File: config.mk
export PLATFORM = sky130hd
export DESIGN_NAME = mem_stage_ls
export DESIGN_NICKNAME = d
export VERILOG_FILES = /design/src/rtl/mem_stage_ls.sv
export SDC_FILE = /design/constraint.sdc
export NUM_CORES = 1
export LEC_CHECK = 0
export ABC_AREA = 0
export CORE_ASPECT_RATIO = 0.6
export CORE_MARGIN = 5
export CORE_UTILIZATION = 25
export CTS_BUF_LIST = sky130_fd_sc_hd__clkbuf_16
export DETAILED_ROUTE_END_ITERATION = 7
export SLEW_MARGIN = 30
export SYNTH_ARGS = -nofsm -noshare
export SYNTH_HDL_FRONTEND = slang
export SYNTH_SLANG_ARGS = --single-unit
File: constraint.sdc
create_clock -name clk -period 2.2 [get_ports clk]
set_input_delay 0.44 -clock clk [delete_from_list [all_inputs] [get_ports clk]]
set_output_delay 0.44 -clock clk [all_outputs]
set_load 0.1 [all_outputs]
File: src/rtl/mem_stage_ls.sv
// mem_stage_ls: MIPS memory stage with byte/half/word loads and stores,
// a request/ready handshake to a variable-latency data memory, a bounded
// wait with bus-error abort, and the M->W pipeline register.

module mem_stage_ls #(
  parameter int ADDR_W     = 32,
  parameter int REG_W      = 5,
  parameter int MAX_WAIT   = 16,
  parameter bit BIG_ENDIAN = 1'b0
) (
  input  logic              clk,
  input  logic              reset,
  input  logic [REG_W-1:0]  WriteRegM,
  input  logic [31:0]       WriteDataM,
  input  logic [ADDR_W-1:0] ALUOutM,
  input  logic              RegWriteM,
  input  logic              MemtoRegM,
  input  logic              MemWriteM,
  input  logic              MemReadM,
  input  logic [1:0]        MemSizeM,
  input  logic              MemSignedM,
  output logic              MemReq,
  output logic              MemWE,
  output logic [ADDR_W-1:0] MemAddr,
  output logic [31:0]       MemWD,
  output logic [3:0]        MemBE,
  input  logic [31:0]       MemRD,
  input  logic              MemReady,
  output logic              StallM,
  output logic              MisalignM,
  output logic              BusErrM,
  output logic              RegWriteW,
  output logic              MemtoRegW,
  output logic [31:0]       ReadDataW,
  output logic [ADDR_W-1:0] ALUOutW,
  output logic [REG_W-1:0]  WriteRegW
);

  typedef enum logic {S_IDLE, S_WAIT} state_t;

  // In WAIT, cnt holds the number of request cycles already spent, so the
  // current cycle is cnt+1 and the last allowed one is reached at MAX_WAIT-1.
  localparam logic [31:0] LAST_CNT = 32'(MAX_WAIT - 1);

  state_t      state, next_state;
  logic [31:0] cnt, next_cnt;

  logic        mem_op, is_load, aligned, complete, w_load;
  logic [1:0]  low_addr, byte_idx;
  logic        half_idx;
  logic [7:0]  byte_sel;
  logic [15:0] half_sel;
  logic [31:0] load_data;

  assign low_addr = ALUOutM[1:0];
  assign byte_idx = BIG_ENDIAN ? ~low_addr : low_addr;
  assign half_idx = BIG_ENDIAN ? ~low_addr[1] : low_addr[1];
  assign mem_op   = MemReadM | MemWriteM;
  assign is_load  = MemReadM & ~MemWriteM;
  assign MemAddr  = {ALUOutM[ADDR_W-1:2], 2'b00};
  assign MemWE    = MemReq & MemWriteM;

  // Alignment check, lane enables and replicated store data by access size
  always_comb begin
    aligned = 1'b1;
    MemBE   = 4'b1111;
    MemWD   = WriteDataM;
    case (MemSizeM)
      2'b00: begin
        aligned = 1'b1;
        MemBE   = 4'b0001 << byte_idx;
        MemWD   = {4{WriteDataM[7:0]}};
      end
      2'b01: begin
        aligned = ~low_addr[0];
        MemBE   = half_idx ? 4'b1100 : 4'b0011;
        MemWD   = {2{WriteDataM[15:0]}};
      end
      default: begin
        aligned = (low_addr == 2'b00);
        MemBE   = 4'b1111;
        MemWD   = WriteDataM;
      end
    endcase
  end

  // Pick the addressed lane out of the read word and extend it to 32 bits
  always_comb begin
    byte_sel  = 8'h00;
    half_sel  = 16'h0000;
    load_data = MemRD;
    case (byte_idx)
      2'd0:    byte_sel = MemRD[7:0];
      2'd1:    byte_sel = MemRD[15:8];
      2'd2:    byte_sel = MemRD[23:16];
      default: byte_sel = MemRD[31:24];
    endcase
    half_sel = half_idx ? MemRD[31:16] : MemRD[15:0];
    case (MemSizeM)
      2'b00:   load_data = {{24{MemSignedM & byte_sel[7]}}, byte_sel};
      2'b01:   load_data = {{16{MemSignedM & half_sel[15]}}, half_sel};
      default: load_data = MemRD;
    endcase
  end

  // Handshake FSM: issue, wait for ready, abort after MAX_WAIT request cycles
  always_comb begin
    next_state = state;
    next_cnt   = cnt;
    MemReq     = 1'b0;
    StallM     = 1'b0;
    MisalignM  = 1'b0;
    BusErrM    = 1'b0;
    complete   = 1'b0;
    case (state)
      S_IDLE: begin
        next_cnt = 32'd0;
        if (mem_op) begin
          if (aligned) begin
            MemReq = 1'b1;
            if (MemReady) begin
              complete = 1'b1;
            end else begin
              StallM     = 1'b1;
              next_state = S_WAIT;
              next_cnt   = 32'd1;
            end
          end else begin
            MisalignM = 1'b1;
          end
        end
      end
      default: begin
        MemReq = 1'b1;
        if (MemReady) begin
          complete   = 1'b1;
          next_state = S_IDLE;
          next_cnt   = 32'd0;
        end else if (cnt == LAST_CNT) begin
          BusErrM    = 1'b1;
          next_state = S_IDLE;
          next_cnt   = 32'd0;
        end else begin
          StallM   = 1'b1;
          next_cnt = cnt + 32'd1;
        end
      end
    endcase
    if (reset) begin
      MemReq    = 1'b0;
      StallM    = 1'b0;
      MisalignM = 1'b0;
      BusErrM   = 1'b0;
      complete  = 1'b0;
    end
  end

  // W advances on a finished access or a non-memory op; otherwise a bubble
  assign w_load = complete | ((state == S_IDLE) & ~mem_op);

  // FSM state, wait counter and the M->W pipeline register
  always_ff @(posedge clk) begin
    if (reset) begin
      state     <= S_IDLE;
      cnt       <= 32'd0;
      RegWriteW <= 1'b0;
      MemtoRegW <= 1'b0;
      ReadDataW <= 32'd0;
      ALUOutW   <= '0;
      WriteRegW <= '0;
    end else begin
      state <= next_state;
      cnt   <= next_cnt;
      if (w_load) begin
        RegWriteW <= RegWriteM;
        MemtoRegW <= MemtoRegM;
        ReadDataW <= (is_load && complete) ? load_data : 32'd0;
        ALUOutW   <= ALUOutM;
        WriteRegW <= WriteRegM;
      end else begin
        RegWriteW <= 1'b0;
        MemtoRegW <= 1'b0;
      end
    end
  end

endmodule
=== Word-level counts from Yosys, hierarchy flattened ===
Cells that the tools add are included.

* Add/sub/neg operators: 1
* Equal/unequal tests: 4
* Shifts and indexed selects: 1
* Multiplexer cells: 38
* Bitwise gates (word level): 12
* Reduce and logical (&&, ||, !) cells: 4

{| class="wikitable"
|+ Operators with widths
! kind !! number
|-
| $mux W32 || 4
|-
| $pmux W32 S2 || 2
|-
| $add A32 B1 Y32 const B || 1
|-
| $eq A32 B4 Y1 const B || 1
|-
| $mux W1 || 27
|-
| $pmux W8 S3 || 1
|-
| $mux W16 || 1
|-
| $pmux W4 S2 || 1
|-
| $and A1 B1 Y1 || 5
|-
| $not A1 Y1 || 5
|-
| $eq A2 B1 Y1 const B || 2
|-
| $logic_not A2 Y1 || 2
|-
| $mux W4 || 1
|-
| $shl A1 B2 Y4 const A || 1
|-
| $eq A2 B2 Y1 const B || 1
|-
| $or A1 B1 Y1 || 2
|-
| $pmux W1 S2 || 1
|-
| $reduce_or A2 Y1 || 1
|-
| $logic_and A1 B1 Y1 || 1
|}

* Register bits after elaboration: 104
* Input bits: 111
* Output and inout port bits: 144
* Logic and storage cells: 67

=== Logic depth before layout (Yosys ltp) ===
Gate-level depths: netlist of run 1.

* Word-level depth: 9
* Mapped depth: 7
* Depth with buffers taken out: 5

=== Least setup slack after synthesis of run 1 ===
OpenSTA, ideal clock, no wires.

* Path type: in2out
* From: input port MemSizeM[1]
* To: output port MemWE
* Data arrival time: 3527 ps
* Required time: 1760 ps
* Path slack: -1767 ps
* Stages: 5
* Path buffers: 1
* Cells stage by stage: nor2_1 > buf_1 > o22ai_1 > a21oi_1 > and2_1

* Longest elaborated chain between the ends: 7
* Elaborated cells between the ends (all ways): 8
* Those cells by class: eq/ne: 1; mux: 5; bitwise: 1; reduce/logical: 1

{| class="wikitable"
|+ Ends and longest elaborated chain
! element !! line !! RTL
|-
| start, declared || 20 || <nowiki>input logic [1:0] MemSizeM,</nowiki>
|-
| $eq A2 B1 Y1 or $logic_not A2 Y1 (tied branches) || 68 || <nowiki>case (MemSizeM)</nowiki>
|-
| $pmux W1 S2 (*) || 68 ||
|-
| $mux W1 (*) || 119 || <nowiki>if (aligned) begin</nowiki>
|-
| $mux W1 (*) || 118 || <nowiki>if (mem_op) begin</nowiki>
|-
| $mux W1 (*) || 115 || <nowiki>case (state)</nowiki>
|-
| $mux W1 (*) || 149 || <nowiki>if (reset) begin</nowiki>
|-
| named net MemReq || 22 || <nowiki>output logic MemReq,</nowiki>
|-
| $and A1 B1 Y1 (*) || 61 || <nowiki>assign MemWE = MemReq & MemWriteM;</nowiki>
|-
| end, declared || 23 || <nowiki>output logic MemWE,</nowiki>
|}

Mark *: on every way through the listed nets, which the timed path passes. The rest lies on a longest branch.

=== Final worst setup path of run 1 ===
* From: register cnt[13]
* To: output port BusErrM

* Longest elaborated chain between the ends: 5

{| class="wikitable"
|+ Ends and longest elaborated chain
! element !! line !! RTL
|-
| start, declared || 46 || <nowiki>logic [31:0] cnt, next_cnt;</nowiki>
|-
| start signal, assigned || 173 || <nowiki>cnt <= next_cnt;</nowiki>
|-
| $eq A32 B4 Y1 || 139 || <nowiki>end else if (cnt == LAST_CNT) begin</nowiki>
|-
| $mux W1 || 139 ||
|-
| $mux W1 || 135 || <nowiki>if (MemReady) begin</nowiki>
|-
| $mux W1 || 115 ||
|-
| $mux W1 || 149 ||
|-
| end, declared || 31 || <nowiki>output logic BusErrM,</nowiki>
|}

No other way between the ends.

==> impl_metrics.yaml, run 1 <==
global_route:
  vias_in_the_first_global_route: 5751
  grt_max_degree: 48
  initial_antenna_violation_count: 0
  track_usage: 0.167
  grt_pass1_wl_mm: 33.9
  grt.overflow.total: 0
sta:
  clock-skew-final_ns: 0.0110
  finalHoldViolCount: 0
  setup_viol: 2
  worst_slew_pin_slew_ns: 0.620
  period_needed_ns: 2.21
  layout_worst_path_cycle_share: 1.00
  timing.setup.tns_ns: -0.0164
  grt_setup_unrepaired: "true"
  timing.final.ws_setup_ns: -0.00944
  fin_max_slew_vios: 0
  timing.max_slew.rel_slack: 0.586
  timing.fmax_ghz: 0.453
hold_path:
  hold_path_end: "ALUOutW[0]$_SDFFE_PP0P_"
  worstHoldStart: "ALUOutW[0]$_SDFFE_PP0P_"
  worst_hold_path_type: "flip-flop to flip-flop"
  timing.hold.worst_path_depth: 2
drt:
  wl_met3_mm: 2.15
  first_pass_iters: 4
  top_layer_used: "met4"
  vias_per_cell: 5.01
  met2_length_mm: 9.75
  met1Wirelength_mm: 9.82
  drt-total-wl_mm: 22.1
  ant_nets: 0
  detailroute.via_count: 5938
  drcViolationCount: 0
  route.detailed.wl_per_inst_um: 18.6
  drt_iter0_markers: 391
floorplan:
  floorplan.initialDensity: 0.253
  floorplan.die.height_um: 125
  boundaryPins: 255
  core.rowCount: 42
  die_area_um2: 25400
  die_width_um: 202
  core_area_um2: 21900
status:
  violated_checks: "setup timing"
  outcome: "finished with violations"
worst_setup_path:
  crit_cells: 5
  crit_buf_inv: 2
  r2r_start: "cnt[9]$_SDFF_PP0_"
  crit-reg2reg-capture: "cnt[29]$_SDFF_PP0_"
  cpPeakStageDelay_ns: 0.36
  worst-r2r-setup-slack_ns: 0.11
  required_worst_endpoint_ns: 1.76
  path_delay_family: "simple AND/OR/NAND/NOR gates"
  cp_data_arrival_time_ns: 1.77
  critical_path_peak_fanout: 3
  critical-path-slowest-cell: "dfxtp_4"
  critical_path.startpoint_type: "flip-flop"
  worst-r2r-cell-count: 5
  crit_path_cell_trace: "nor4_4 > nand4_1 > buf_6 > nor3_4 > buf_12"
  worst-setup-path-type: "flip-flop to output pin"
  worst_setup_path_end_kind: "output pin"
clock_tree:
  htree_levels: 3
  cts_num_sinks: 104
  root_buffer: "clkbuf_16"
  worst_skew_pair.late_latency_ns: 0.36
  cts_tree: "done"
  number_of_buffers_created_by_cts: 9
  clock_path_buffers: 2
  path_clk_slew_ns: 0.07
synthesis:
  ys_seq_area_frac: 0.375
  dominantRegCellSynth: "dfxtp_1"
  synth-edff-count: 0
  async_set_or_reset_flop_fraction_in_the_synthesized_netlist: 0
  yosys_warnings: 0
  synth_cell_types: 51
  synthesis.area_um2: 5550
  syn-instance-count: 661
  synth.avg_cell_area_um2: 8.39
  yosys_register_bits: 104
power_and_ir_drop:
  power.net_switching_uw: 2340
  switching_share: 0.393
  power.static_leakage_uw: 0.00373
  intPower_uw: 3610
  powerDensity_nw_per_um2: 616
  clock_power_share: 0.283
  vdd_drop_max_v: 0.000397
  power.share.combinational: 0.385
  totalPowerFinal_uw: 5940
  seqPwrFrac: 0.332
cells_and_area:
  flow.area_growth_from_synthesis_pct: 73.9
  layout_commonest_cell: "buf_4"
  final_net_count: 1007
  share_of_final_layout_standard_cells_stronger_than_drive_strength_1: 0.341
  layout.cells.most_common_list: "126 x buf_4, 102 x clkdlybuf4s50_1, 88 x dfxtp_1, 75 x buf_12, 62 x a21oi_1"
  number_of_diodes_added_for_antenna_fixing: 0
  final_design_area_no_fill_um2: 9650
  utilization: 0.440
placed_design:
  place.gp.congestion: 0.847
  port_buffers: 252
  place_hpwl_mm: 16.8
  placed_area_um2: 9080
job:
  max-cap-violations: 0
==> cell usage after synthesis (all sizes together) (5+ instances only) <==
cell type,count,area [µm²]
or3,9,56.3
nor2,19,71.3
nor3,7,35.0
xnor2,7,61.3
nand2b,16,100
nor4,10,62.6
or4,11,86.3
o2bb2ai,8,70.1
and2,5,31.3
xor2,5,43.8
a32o,17,170
and3,11,68.8
o31ai,8,60.1
buf,53,365
o21ai,62,310
nand2,42,158
clkbuf,41,154
inv,8,30.0
mux2,17,191
mux2i,16,160
nand4,12,75.1
or3b,8,70.1
o21a,7,52.6
a21oi,65,325
a221o,13,130
dfxtp,104,2080
nand3,52,270
==> through the flow <==
stage / worst slack, ns / hold WS (ns) / instances
global route: -0.0963 / 0.485 / 1186
floorplan: -0.260 / 0.452 / 662
CTS: 0.00117 / 0.467 / 1182
detailed placement: -0.287 / 0.450 / 1158
finish: -0.00944 / 0.466 / 1186
global placement: -0.267 / 0.450 / 1158
==> metal layers <==
metal  vias to the layer above  global-route usage
li1                       2868                   -
met1                      2824               0.223
met2                       226               0.253
met3                        20              0.0701
met4                         0              0.0411
met5                         -                   0
==> power by group through the flow <==
stage               Sequential [µW]  Combinational [µW]  Clock [µW]
floorplan                      2440                1030           0
global placement               2020                2280           0
detailed placement             2020                2280           0
CTS                            1980                2290        1720
global route                   1980                2370        1810
finish                         1970                2290        1680
==> sequential cells by signal, summed over array words and instances, names as in the netlist <==
| register | flops |
|---|---|
| cnt | 32 |
| ReadDataW | 32 |
| ALUOutW | 32 |
| state | 1 |
| WriteRegW | 5 |
| MemtoRegW | 1 |
| RegWriteW | 1 |
==> cell type report <==
cell class                      instances  area [µm²]
Inverter                                8        30.0
Clock inverter                          7        80.1
Sequential cell                       104        2110
Multi-Input combinational cell        456        3220
Fill cell                            2081       12300
Tap cell                              286         358
Clock buffer                            9         225
Timing Repair Buffer                  316        3620
==> repair_timing <==
item,4_1_cts,5_1_grt
gates resized for setup,32,16
hold buffers,0,0
pin swaps,14,9
buffers inserted,9,3
endpoints found under the setup margin,23,11
cloned,0,1
==> worst reg2reg max path: cells and delay by family (launching register included) <==
family | cells | cell delay, ns
buffers and inverters | 1 | 0.14
AO/OA/AOI/OAI | 1 | 0.15
AND/OR/NAND/NOR | 3 | 1.31
flip-flops | 1 | 0.42
==> cell families (layout without fill, tap and decap cells) <==
kind of cell               after synthesis  count (layout)  share of synthesized area
and+or+nand+nor                        213             213                      0.211
adders and majority gates                1               1                    0.00226
xor gates and xnor gates                12              12                     0.0189
DFF                                    104             104                      0.375
other                                    1               2                   0.000676
buffers and inverters                  102             340                     0.0990
AOI/OAI and AO/OA                      193             193                      0.221
muxes                                   35              35                     0.0715
==> worst max path at each step <==
| stage | startpoint | slack (ns) | end |
|---|---|---|---|
| after floorplan | MemSizeM[1] | -0.26 | MemWE |
| after global placement | ALUOutM[1] | -0.27 | StallM |
| after detailed placement | MemReady | -0.29 | ReadDataW[8]$_SDFFE_PP0P_ |
| after CTS | cnt[1]$_SDFF_PP0_ | 0.001 | StallM |
| after global routing | cnt[30]$_SDFF_PP0_ | -0.1 | StallM |
| final | cnt[13]$_SDFF_PP0_ | -0.009 | BusErrM |
Power figures use the tool's default switching activity.
==> inputs of run 2 (changes only) <==
- CAP_MARGIN: default -> 25
- CORE_UTILIZATION: 25 -> 38
- PLACE_DENSITY: default -> 0.78
==> run 2 against run 1 <==
  * Clock-buffer cell count unchanged
  * First-iteration DRC count grew 50%
  * Clock skew shrank 0.00080 ns
  * Clock power increased by 9.5%
  * Maximum frequency up 1.7%
  * Largest cell class unchanged
  * Critical endpoint is now StallM
  * Via count is 2.3% higher
  * Non-clock buffer count down 5
  * Worst hold slack worse by 0.010 ns
  * The flow now finishes without violations
  * Utilization is 22 points higher
  * Combinational power is essentially flat
  * Cell count is 7.8% lower
==> impl_metrics.yaml, run 2 (synthesized netlist as in run 1, its figures left out) <==
status:
  outcome: "completed"
floorplan:
  die_area_um2: 17200
  core_area_um2: 14400
  floorplan.initialDensity: 0.386
  boundaryPins: 255
  core.rowCount: 34
  floorplan.die.height_um: 104
  die_width_um: 166
drt:
  first_pass_iters: 6
  route.detailed.wl_per_inst_um: 19.5
  drcViolationCount: 0
  detailroute.via_count: 6073
  drt-total-wl_mm: 21.4
  drt_iter0_markers: 585
  ant_nets: 0
  vias_per_cell: 5.55
cells_and_area:
  layout_top_registers: "ALUOutW (32), ReadDataW (32), cnt (32)"
  finish.cell_count_without_fillers: 1094
  final_net_count: 1002
  layout.cells.most_common_list: "122 x buf_4, 102 x clkdlybuf4s50_1, 91 x dfxtp_1, 76 x buf_12, 62 x a21oi_1"
  final_design_area_no_fill_um2: 9540
  share_of_final_layout_standard_cells_stronger_than_drive_strength_1: 0.343
  flow.area_growth_from_synthesis_pct: 72.0
  layout_commonest_cell: "buf_4"
worst_setup_path:
  worst_setup_path_end_kind: "output pin"
  crit_path_cell_trace: "nor4_2 > nand4_1 > buf_6 > o21ai_4 > nand2_4 > buf_12"
  required_worst_endpoint_ns: 1.76
  cpPeakStageDelay_ns: 0.37
  crit-reg2reg-capture: "cnt[21]$_SDFF_PP0_"
  cp_data_arrival_time_ns: 1.73
  r2r_start: "cnt[9]$_SDFF_PP0_"
  worst-setup-path-type: "flip-flop to output pin"
  worst-r2r-cell-count: 5
  worst-r2r-setup-slack_ns: 0.07
  critical_path.startpoint_type: "flip-flop"
  critical-path-slowest-cell: "dfxtp_2"
  critical_path_peak_fanout: 6
clock_tree:
  cts_tree: "done"
  number_of_buffers_created_by_cts: 9
  cts_num_sinks: 104
  clock_path_buffers: 2
  htree_levels: 3
  root_buffer: "clkbuf_16"
  path_clk_slew_ns: 0.07
  worst_skew_pair.late_latency_ns: 0.34
sta:
  setup_viol: 0
  timing.max_slew.rel_slack: 0.643
  fin_max_slew_vios: 0
  grt_setup_unrepaired: "true"
  timing.hold.ws_ns: 0.456
  timing.fmax_ghz: 0.460
  worst_slew_pin_slew_ns: 0.536
  layout_worst_path_cycle_share: 0.987
  finalHoldViolCount: 0
  timing.setup.tns_ns: 0
  period_needed_ns: 2.17
  clock-skew-final_ns: 0.0102
global_route:
  grt_max_degree: 42
  vias_in_the_first_global_route: 5883
  initial_antenna_violation_count: 2
  grt.overflow.total: 0
  track_usage: 0.235
  grt_pass1_wl_mm: 33.1
hold_path:
  worstHoldStart: "MemSizeM[1]"
  timing.hold.worst_path_depth: 3
  worst_hold_path_type: "primary input to flip-flop"
  hold_path_end: "ReadDataW[31]$_SDFFE_PP0P_"
power_and_ir_drop:
  power.static_leakage_uw: 0.00370
  power.share.combinational: 0.375
  clock_power_share: 0.301
  seqPwrFrac: 0.324
  power.net_switching_uw: 2290
  switching_share: 0.375
  powerDensity_nw_per_um2: 640
  vdd_drop_max_v: 0.000397
  intPower_uw: 3810
  totalPowerFinal_uw: 6100
placed_design:
  place.gp.congestion: 0.868
  port_buffers: 252
  place_inst: 1069
  place_hpwl_mm: 16.2
  placed_area_um2: 8960
job:
  max-cap-violations: 0
-- run 2: cell count changes in the layout (fill, tap and decap cells not counted), sizes merged --
cell and change:
clkinvlp -1, buf -3, diode +1, clkinv -2
clkdlybuf4s15 -3, clkbuf -1, dlygate4sd2 +2, bufinv +2
inv +1
-- run 2: critical path: cells and delay by family, from the launching register on --
family	cells	cell delay [ns]
simple gates	3	0.53
flops	1	0.37
buf+inv	2	0.33
compound gates	1	0.15
-- run 2: what timing repair did --
item	4_1_cts	5_1_grt
buffers inserted	4	5
hold buffers	0	0
pin swaps	7	11
hold endpoints to repair	0	0
gates resized for setup	28	27
endpoints found under the setup margin	23	2
-- run 2: per-stage QoR --
step | setup slack [ns] | utilization
detailed placement | -0.280 | 0.623
global placement | -0.271 | 0.623
floorplan | -0.260 | -
CTS | 0.000331 | 0.654
finish | 0.0276 | 0.663
global route | -0.0364 | 0.663
-- run 2: routing by layer --
| layer | up-vias | GRT usage | part of all wire |
|---|---|---|---|
| met3 | 28 | 0.0879 | 0.11 |
| met1 | 2858 | 0.314 | 0.42 |
| met5 | - | 0 | 0.00033 |
| li1 | 2852 | - | - |
| met2 | 333 | 0.367 | 0.46 |
| met4 | 2 | 0.0436 | 0.013 |
-- run 2: cell type report --
class / instances / area, µm²
antenna: 1 / 2.50
clock buffer: 9 / 225
clock inverter: 7 / 110
fill: 1124 / 4840
inverter: 8 / 30.0
multi-input combinational: 456 / 3260
sequential: 104 / 2110
tap: 198 / 248
timing repair buffer: 311 / 3550
-- run 2: how the worst max path moves through the flow --
stage          slack [ns]              start      to  cells after the start
2_1_floorplan       -0.26        MemSizeM[1]   MemWE                      5
3_3_place_gp        -0.27         ALUOutM[1]  StallM                      6
3_5_place_dp        -0.28         ALUOutM[1]  StallM                      6
4_1_cts            0.0003         ALUOutM[0]  StallM                      6
5_1_grt             -0.04  cnt[7]$_SDFF_PP0_  StallM                      6
6_report             0.03  cnt[6]$_SDFF_PP0_  StallM                      6
-- run 2: power groups by stage --
| stage | Sequential, µW | Combinational, µW | Clock (µW) |
|---|---|---|---|
| 2_1_floorplan | 2440 | 1030 | 0 |
| 3_3_place_gp | 2020 | 2260 | 0 |
| 3_5_place_dp | 2020 | 2270 | 0 |
| 4_1_cts | 1980 | 2290 | 1850 |
| 5_1_grt | 1980 | 2370 | 1930 |
| 6_report | 1980 | 2290 | 1840 |
